## src/rtl/hwpe_dma_loader_pkg.sv

```systemverilog
// Shared types, HWPE memory map constants and phase sequencing helpers for hwpe_dma_loader.
// The address constants mirror the SoC-level HWPE defines for this build.
package hwpe_dma_loader_pkg;

  localparam int HWPE_ADDR_WIDTH = 16;
  localparam logic [HWPE_ADDR_WIDTH-1:0] FMEM_ADDR2_START = 16'h4000;
  localparam logic [HWPE_ADDR_WIDTH-1:0] KMEM_ADDR_START  = 16'hC000;

  typedef enum logic [2:0] {
    S_IDLE,
    S_F1,
    S_F2,
    S_KERN,
    S_DRAIN
  } state_e;

  // Both fmap banks share one word count, so F1 and F2 are skipped together.
  function automatic state_e first_phase(input logic [15:0] fw, input logic [15:0] kw);
    if (fw != 16'd0) return S_F1;
    if (kw != 16'd0) return S_KERN;
    return S_DRAIN;
  endfunction

  function automatic state_e next_phase(input state_e s, input logic [15:0] kw);
    case (s)
      S_F1:    return S_F2;
      S_F2:    return (kw != 16'd0) ? S_KERN : S_DRAIN;
      default: return S_DRAIN;
    endcase
  endfunction

endpackage

```

## src/rtl/hwpe_dma_addr_fifo.sv

```systemverilog
// Synchronous FIFO holding HWPE destination addresses of in-flight source reads.
module hwpe_dma_addr_fifo #(
  parameter int DEPTH = 4,
  parameter int W     = 16
) (
  input  logic                     clk,
  input  logic                     rst_n,
  input  logic                     push,
  input  logic [W-1:0]             wdata,
  input  logic                     pop,
  output logic [W-1:0]             rdata,
  output logic                     empty,
  output logic                     full,
  output logic [$clog2(DEPTH):0]   count
);

  localparam int PW = $clog2(DEPTH);
  localparam int CW = PW + 1;

  logic [W-1:0]  mem [DEPTH];
  logic [PW-1:0] wr_ptr, rd_ptr;
  logic [CW-1:0] cnt_q;
  logic          do_push, do_pop;

  assign empty   = (cnt_q == '0);
  assign full    = (cnt_q == CW'(DEPTH));
  assign count   = cnt_q;
  assign rdata   = mem[rd_ptr];
  assign do_push = push && !full;
  assign do_pop  = pop && !empty;

  always_ff @(posedge clk) begin
    if (do_push) mem[wr_ptr] <= wdata;
  end

  always_ff @(posedge clk or negedge rst_n) begin
    if (!rst_n) begin
      wr_ptr <= '0;
      rd_ptr <= '0;
      cnt_q  <= '0;
    end else begin
      if (do_push) wr_ptr <= wr_ptr + 1'b1;
      if (do_pop)  rd_ptr <= rd_ptr + 1'b1;
      cnt_q <= cnt_q + CW'(do_push) - CW'(do_pop);
    end
  end

endmodule

```

## src/rtl/hwpe_dma_loader.sv

```systemverilog
// Preloads HWPE fmap bank1, fmap bank2 and kernel SRAMs from a source memory port.
// Optional HWPE_DMA_LOADER_CSUM_EN adds a running XOR checksum output of all written words.
module hwpe_dma_loader
  import hwpe_dma_loader_pkg::*;
#(
  parameter int AW        = HWPE_ADDR_WIDTH,
  parameter int SAW       = 32,
  parameter int MAX_OUTST = 4
) (
  input  logic           clk,
  input  logic           rst_n,
  input  logic           cfg_start,
  input  logic [SAW-1:0] cfg_fmap_base,
  input  logic [SAW-1:0] cfg_fmap2_off,
  input  logic [15:0]    cfg_fmap_words,
  input  logic [SAW-1:0] cfg_kern_base,
  input  logic [15:0]    cfg_kern_words,
  output logic           busy,
  output logic           done,
  output logic           fmap_done,
  output logic           kern_done,
  output logic           src_req_valid,
  input  logic           src_req_ready,
  output logic [SAW-1:0] src_req_addr,
  input  logic           src_rsp_valid,
  input  logic [63:0]    src_rsp_data,
  output logic           dma_wen,
  output logic [AW-1:0]  dma_wa,
  output logic [63:0]    dma_wd,
  output logic           err
`ifdef HWPE_DMA_LOADER_CSUM_EN
  ,
  output logic [63:0]    csum
`endif
);

  localparam int CW = $clog2(MAX_OUTST) + 1;

  state_e         state;
  logic [15:0]    cnt, fmap_words_q, kern_words_q, phase_words;
  logic [SAW-1:0] fmap_base_q, fmap2_off_q, kern_base_q, src_base;
  logic [AW-1:0]  dst_base, dst_addr, fifo_head;
  logic [17:0]    wr_cnt, fmap_total, all_total;
  logic [CW-1:0]  outst;
  logic           fifo_empty, fifo_full, push, pop, req_phase, last_req;
  logic           vld_p1;
  logic [AW-1:0]  wa_p1;
  logic [63:0]    wd_p1;

  always_comb begin
    phase_words = 16'd0;
    src_base    = '0;
    dst_base    = '0;
    case (state)
      S_F1: begin
        phase_words = fmap_words_q;
        src_base    = fmap_base_q;
      end
      S_F2: begin
        phase_words = fmap_words_q;
        src_base    = fmap_base_q + fmap2_off_q;
        dst_base    = AW'(FMEM_ADDR2_START);
      end
      S_KERN: begin
        phase_words = kern_words_q;
        src_base    = kern_base_q;
        dst_base    = AW'(KMEM_ADDR_START);
      end
      default: ;
    endcase
  end

  // Request issue: valid depends only on registered state, so it holds until accepted.
  assign req_phase     = (state == S_F1) || (state == S_F2) || (state == S_KERN);
  assign src_req_valid = req_phase && !fifo_full;
  assign src_req_addr  = src_base + SAW'({cnt, 3'b000});
  assign dst_addr      = dst_base + AW'({cnt, 3'b000});
  assign push          = src_req_valid && src_req_ready;
  assign pop           = src_rsp_valid && !fifo_empty;
  assign last_req      = (cnt == phase_words - 16'd1);
  assign fmap_total    = {1'b0, fmap_words_q, 1'b0};
  assign all_total     = fmap_total + {2'b00, kern_words_q};

  hwpe_dma_addr_fifo #(
    .DEPTH (MAX_OUTST),
    .W     (AW)
  ) u_addr_fifo (
    .clk   (clk),
    .rst_n (rst_n),
    .push  (push),
    .wdata (dst_addr),
    .pop   (pop),
    .rdata (fifo_head),
    .empty (fifo_empty),
    .full  (fifo_full),
    .count (outst)
  );

  always_ff @(posedge clk or negedge rst_n) begin
    if (!rst_n) begin
      state        <= S_IDLE;
      cnt          <= 16'd0;
      fmap_words_q <= 16'd0;
      kern_words_q <= 16'd0;
      fmap_base_q  <= '0;
      fmap2_off_q  <= '0;
      kern_base_q  <= '0;
      wr_cnt       <= 18'd0;
      busy         <= 1'b0;
      done         <= 1'b0;
      fmap_done    <= 1'b0;
      kern_done    <= 1'b0;
      err          <= 1'b0;
      vld_p1       <= 1'b0;
      wa_p1        <= '0;
      wd_p1        <= 64'd0;
    end else begin
      done <= 1'b0;
      case (state)
        S_IDLE: begin
          if (cfg_start) begin
            fmap_base_q  <= cfg_fmap_base;
            fmap2_off_q  <= cfg_fmap2_off;
            fmap_words_q <= cfg_fmap_words;
            kern_base_q  <= cfg_kern_base;
            kern_words_q <= cfg_kern_words;
            cnt          <= 16'd0;
            wr_cnt       <= 18'd0;
            busy         <= 1'b1;
            err          <= 1'b0;
            fmap_done    <= (cfg_fmap_words == 16'd0);
            kern_done    <= (cfg_kern_words == 16'd0);
            state        <= first_phase(cfg_fmap_words, cfg_kern_words);
          end
        end
        S_F1, S_F2, S_KERN: begin
          if (push) begin
            if (last_req) begin
              cnt   <= 16'd0;
              state <= next_phase(state, kern_words_q);
            end else begin
              cnt <= cnt + 16'd1;
            end
          end
        end
        S_DRAIN: begin
          if (outst == '0 && !vld_p1) begin
            state <= S_IDLE;
            busy  <= 1'b0;
            done  <= 1'b1;
          end
        end
        default: state <= S_IDLE;
      endcase

      // Write stage: one cycle after the response, in request order.
      vld_p1 <= pop;
      if (pop) begin
        wa_p1  <= fifo_head;
        wd_p1  <= src_rsp_data;
        wr_cnt <= wr_cnt + 18'd1;
        if (wr_cnt + 18'd1 == fmap_total) fmap_done <= 1'b1;
        if (wr_cnt + 18'd1 == all_total)  kern_done <= 1'b1;
      end else if (src_rsp_valid) begin
        err <= 1'b1;
      end
    end
  end

  assign dma_wen = vld_p1;
  assign dma_wa  = wa_p1;
  assign dma_wd  = wd_p1;

`ifdef HWPE_DMA_LOADER_CSUM_EN
  logic [63:0] csum_q;

  always_ff @(posedge clk or negedge rst_n) begin
    if (!rst_n) begin
      csum_q <= 64'd0;
    end else if (state == S_IDLE && cfg_start) begin
      csum_q <= 64'd0;
    end else if (pop) begin
      csum_q <= csum_q ^ src_rsp_data;
    end
  end

  assign csum = csum_q;
`endif

endmodule
```

## config.mk

```make
export PLATFORM = sky130hd
export DESIGN_NAME = hwpe_dma_loader
export DESIGN_NICKNAME = d
export VERILOG_FILES = /design/src/rtl/hwpe_dma_loader_pkg.sv /design/src/rtl/hwpe_dma_addr_fifo.sv /design/src/rtl/hwpe_dma_loader.sv
export SDC_FILE = /design/constraint.sdc
export NUM_CORES = 1
export LEC_CHECK = 0
export BUFFER_PORTS_ARGS = -buffer_cell sky130_fd_sc_hd__buf_2
export CAP_MARGIN = 15
export CORE_MARGIN = 1
export CORE_UTILIZATION = 55
export CTS_BUF_LIST = sky130_fd_sc_hd__clkbuf_8
export DETAILED_ROUTE_END_ITERATION = 10
export GPL_TIMING_DRIVEN = 0
export PLACE_DENSITY = 0.79
export SYNTH_ARGS = -nofsm -noshare
export SYNTH_HDL_FRONTEND = slang
export SYNTH_SLANG_ARGS = --single-unit
```

## constraint.sdc

```tcl
create_clock -name clk -period 7.7 [get_ports clk]
set_input_delay 1.155 -clock clk [delete_from_list [all_inputs] [get_ports clk]]
set_output_delay 1.155 -clock clk [all_outputs]
set_load 0.005 [all_outputs]
```

; ---- Yosys cells after proc, flatten, opt, wreduce, memory -nomap -nowiden
; Memories as Yosys holds them, arrays and structs flattened. A register that Yosys moved wholly into a read port is not among the register bits.
; Cells that the tools add are included.
[op_classes]
n_addsub = 11
n_eq_ne = 12
n_mux = 47
n_reduce_logical = 30
[op_table]
columns = operator, count
row1 = case mux 16 bit (2 select lines), 3
row2 = case mux 32 bit (3 select lines), 1
row3 = two-way mux 18 bit, 3
row4 = two-way mux 16 bit, 3
row5 = nonzero test 16 bit, 3
row6 = adder 32 x 19 -> 32 bit, 1
row7 = adder 32 bit, 1
row8 = zero test 16 bit, 2
row9 = two-way mux 3 bit, 9
row10 = two-way mux 1 bit, 25
row11 = adder 17 x 16 -> 18 bit, 1
row12 = adder 18 x 1 -> 18 bit (second input constant), 1
row13 = == test 18 x 17 -> 1 bit, 1
row14 = == test 18 bit, 1
row15 = adder 16 x 1 -> 16 bit (second input constant), 1
row16 = adder 16 bit, 1
row17 = == test 16 bit, 1
row18 = subtractor 16 x 1 -> 16 bit (second input constant), 1
row19 = case mux 3 bit (3 select lines), 1
row20 = nonzero test 2 bit, 4
row21 = == test 3 x 2 -> 1 bit (second input constant), 2
row22 = == test 3 bit (second input constant), 2
row23 = logical AND 1 bit, 6
row24 = zero test 3 bit, 2
row25 = 15 further kinds, 24
[word_totals]
regBits = 242
ram_bits = 64
in_bits = 197
out_inout_bits = 119
wordCells = 119
mem_count = 1
[mem_list]
columns = name, depth, word_bits, rd, rd_ports_with_merged_regs, write_ports, line
row1 = u_addr_fifo.mem, 4, 16, 1, 1, 1, hwpe_dma_addr_fifo.sv:20  ; logic [W-1:0] mem [DEPTH];

; ---- Longest topological paths before layout
[logic_depth]
ltp_word = 11
depth_mapped = 23
mapped_depth_nobuf = 23

; ---- Hierarchy
; Synthesis repeated with hierarchy kept, for this count alone.
[hier_totals]
cells_unflattened = 1836
area_unflattened_um2 = 18671.7
[modules_own_cells]
columns = module, n_inst, cells_each, area_each_um2
row1 = hwpe_dma_loader, 1, 1711, 15849.0
row2 = hwpe_dma_addr_fifo, 1, 125, 2822.7

; ---- Worst setup path before layout
; Ideal clock, no wire load.
[synth_path]
path_kind = register to output
startpoint = register state[1]
endpoint = output port src_req_addr[31]
arrival_ns = 4.809
path_slack_ns = 1.736
stages_incl_launch_ff = 24
n_path_buf = 6
path_cell_list = dfrtp_1 -> buf_6 -> buf_6 -> buf_2 -> buf_2 -> clkbuf_1 -> clkbuf_1 -> mux2i_1 -> o32a_1 -> nor2_1 -> ha_1 -> inv_1 -> fa_1 -> nor2b_1 -> o21a_1 -> o21ai_0 -> a21oi_1 -> nor2_1 -> o211ai_1 -> a311oi_1 -> or2_2 -> nand3b_1 -> nor4b_2 -> xor2_1
[synth_between]
elab_chain_len = 3
[synth_lines]
columns = element, line
row1 = start: declaration, hwpe_dma_loader.sv:39  ; state_e state;
row2 = start signal: assignment, hwpe_dma_loader.sv:133  ; state <= first_phase(cfg_fmap_words, cfg_kern_words);
row3 = start signal: assignment, hwpe_dma_loader.sv:140  ; state <= next_phase(state, kern_words_q);
row4 = == test 3 x 2 -> 1 bit / == test 3 x 1 -> 1 bit (equally long branches), hwpe_dma_loader.sv:54  ; case (state)
row5 = case mux 32 bit (3 select lines) *, hwpe_dma_loader.sv:54
row6 = adder 32 x 19 -> 32 bit *, hwpe_dma_loader.sv:76  ; assign src_req_addr = src_base + SAW'({cnt, 3'b000});
row7 = end: declaration, hwpe_dma_loader.sv:24  ; output logic [SAW-1:0] src_req_addr,
; Every way passes the cells marked *; elsewhere a longest branch is shown, timed or not.

; ---- Worst setup path after layout
; Same ends and word-level chain as after synthesis.

==> results.cfg <==
[outcome]
status = finished, final reports clean

[critical_path]
reg2reg_from = u_addr_fifo.count[1]
worst-path-buf-inv = 6
critPathRequiredTime_ps = 6550
r2r_end = u_addr_fifo.count[2]
crit_family = buffers and inverters
arrival_ps = 5910
cp-end-kind = primary output
worstSetupStartpointType = register
cp_slowest_cell = buf_2
cpPeakStageDelay_ps = 780
crit_chain = buf_6 -> buf_6 -> buf_2 -> buf_2 -> mux2i_1 -> o32a_1 -> nor2_1 -> ha_1 -> inv_1 -> fa_1 -> nor2b_1 -> o21a_1 -> o21ai_0 -> a21oi_1 -> nor2_1 -> o211ai_1 -> a311oi_1 -> or2_2 -> nand3b_1 -> nor4b_2 -> xor2_1 -> buf_2
worstSetupPathType = reg -> out
crit_top_cell = buf_2
setup.reg_to_reg.worst_slack_ps = 3640
cp_max_fo = 28
reg2reg_depth = 14

[synthesis]
synth-compound-area-share_pct = 10.5
ys_types = 75
synth_top_area_share_pct = 36.4
syn_inst = 1742
ys_seq_area_share_pct = 45.3
synth_xor_area_share_pct = 7.14
synth-edff-count = 52
ys_dominant_reg_cell = dfrtp_1
synth_area_leaders = dfrtp_1, mux2_2, edfxtp_1
yosys_warnings = 0
synth_simple_gate_area_share_pct = 15.6
synthAdderAreaFrac_pct = 5.59
synth_seq_cells = 307
synth_area_um2 = 17500
synth_mux_area_share_pct = 13.2
synth_top_cell_by_area = dfrtp_1
synth_top_family_by_area = simple AND/OR/NAND/NOR gates
async_reset_ff_share_pct = 83.1
avgSynthCellArea_um2 = 10.1

[sta]
drv_slew = 0
fin_tns_setup_ps = 0
grt_setup_unrepaired = no
fmaxAchievable_mhz = 142
fin_crit_sh_pct = 91.8
min_period_ps = 7070
relSlewSlack_pct = 36.3
tightest_slew_ps = 947
setup_viol = 0
hold_viol = 0
worst_slack_ps = 634
fin_skew_ps = 9.83

[clock_network]
clockRootBuffer = clkbuf_8
clockBufferDepth = 3
cts_tree = built
path_clk_slew_ps = 60
htreeDepth = 2
cts_buffers = 51
cts.sink_count = 307
insertion_delay_ps = 580

[min_path]
hold_path_depth = 2
worstHoldStart = dma_wd[36]
hold_path_end = dma_wd[36]
worst_hold_path_type = reg -> reg

[power_and_ir_drop]
p_leak_uw = 0.0104
max-vdd-ir-drop_mv = 0.151
p_total_uw = 4700
powerDensity_nw_per_um2 = 226

[floorplanning]
row_count = 65
start_util_pct = 55.7
dieArea_um2 = 32600
dieWidth_um = 181
die_h_um = 181
coreArea_um2 = 31500
ios = 316

[routing]
drtIter0Drc = 964
vias_per_cell = 5.74
drtPass1Iterations = 5
num_vias = 14679
wl_per_cell_um = 19.0
postRouteAntennaNets = 0
wl_mm = 48.5
drc = 0

[layout]
seq_area_um2 = 7940
multi_input_area_um2 = 9140
fillers = 2477
utilization_pct = 66.1
fin_area_um2 = 20800
drive_gt1_share_pct = 26.7
nNetsFinal = 2382
syn_to_final_growth_pct = 18.5

[placement]
dp_slack_ps = 428
dp_hpwl_mm = 37.0
port_buffers = 312
placed_cell_area_um2 = 19700
gp_congestion = 0.962

[global_routing]
grt_first_pass_wirelength_mm = 77.2
gr-usage-all-layers_pct = 29.9
grt_pass1_vias = 14693
grt-ovfl-total = 0
grt_start_max_net_pins = 129
antenna_found_initial = 7

[run]
drv_cap = 0
==> cell usage in the layout, fill, tap and decap left out, types with 40 or more instances in the layout <==
cell type  netlist  final
o21ai_0         70     70
nor2_1         129    129
mux2i_1         40     40
mux2_2         141    141
clkbuf_1        58     56
inv_1           34     45
clkbuf_8         0     58
ha_1            72     72
edfxtp_1        52     52
xnor2_1         90     90
buf_2            5    316
dfrtp_1        255    255
xor2_1          53     53
nand2_1        319    319
a21oi_1         78     78
==> synthesized netlist by cell type, drive strengths merged, types with 7 or more instances <==
cell type and n:
nand2 319, dfrtp 255, mux2 144, nor2 130, xnor2 90, a21oi 79
ha 72, o21ai 71, clkbuf 58, xor2 53, edfxtp 52, mux2i 40
inv 34, nor3 25, nand3 24, buf 23, a21o 22, and3 19
nand4 19, nor4 18, nor2b 15, a211oi 13, mux4 13, a22oi 12
o31ai 12, a31oi 9, nand2b 9, o21a 9, o32a 9, or3 9
o21bai 8, or2 7
==> worst reg2reg max path: cells and delay by family (launching register included) <==
family                     cells  cell delay, ps
xor gates and xnor gates       2             280
buffers and inverters          7            2120
adders and majority gates      3             840
and+or+nand+nor                2             250
DFF                            1             460
==> flip-flops by register name, summed over array words and instances (netlist names), 2 cells and up <==
| register | count |
|---|---|
| dma_wd | 64 |
| fmap_words_q | 16 |
| dma_wa | 13 |
| u_addr_fifo.wr_ptr | 2 |
| u_addr_fifo.mem | 52 |
| kern_base_q | 32 |
| wr_cnt | 18 |
| cnt | 16 |
| fmap_base_q | 32 |
| kern_words_q | 16 |
| state | 3 |
| u_addr_fifo.count | 3 |
| u_addr_fifo.rd_ptr | 2 |
| fmap2_off_q | 32 |
==> metal layers <==
layer	global-route usage, %	up-vias	wire length [µm]
met5	0	-	25
li1	-	6898	-
met3	5.36	110	3390
met1	37.7	7065	19900
met4	13.1	2	1790
met2	50.4	604	23400
==> worst max-delay path by stage <==
stage	startpoint	slack, ps	end	depth (start not counted)
3_5_place_dp	state[1]	430	src_req_addr[31]	24
3_3_place_gp	state[1]	510	src_req_addr[31]	24
2_1_floorplan	state[1]	1740	src_req_addr[31]	23
6_report	state[1]	630	src_req_addr[31]	22
4_1_cts	state[1]	260	src_req_addr[31]	23
5_1_grt	state[1]	300	src_req_addr[31]	22
==> power by group <==
part | total [µW] | switching [µW] | internal [µW]
sequential | 2140 | 194 | 1940
clock | 1540 | 674 | 866
combinational | 1030 | 586 | 441
total | 4700 | 1450 | 3250
==> final cells by class <==
cell class              count  share of cell area (%)
diodes                      5                  0.0602
flip-flops and latches    307                    38.2
inverters                  34                   0.614
repair buffers            314                    7.82
plain buffers              79                    1.62
clock inverters            36                    1.47
multi-input cells        1322                    44.0
clock buffers              58                    3.84
well taps                 402                    2.42
==> through the flow <==
stage	hold slack [ps]	instances
5_1_grt	490	2557
2_1_floorplan	469	1744
6_report	468	2557
3_5_place_dp	457	2460
4_1_cts	471	2553
3_3_place_gp	452	2458
==> repair_timing <==
action                                  CTS  global route
setup buffers                             0             0
gates resized for setup                   0             0
endpoints found under the setup margin    4             2
pin swaps                                 0             0
hold buffers                              0             0
==> kinds of logic after synthesis <==
group | Yosys count
flops | 307
buf+inv | 115
xor+xnor | 143
compound gates | 287
mux | 197
simple gates | 616
other cells | 1
fa+ha+maj | 76
(Power assumes the default switching activity.)
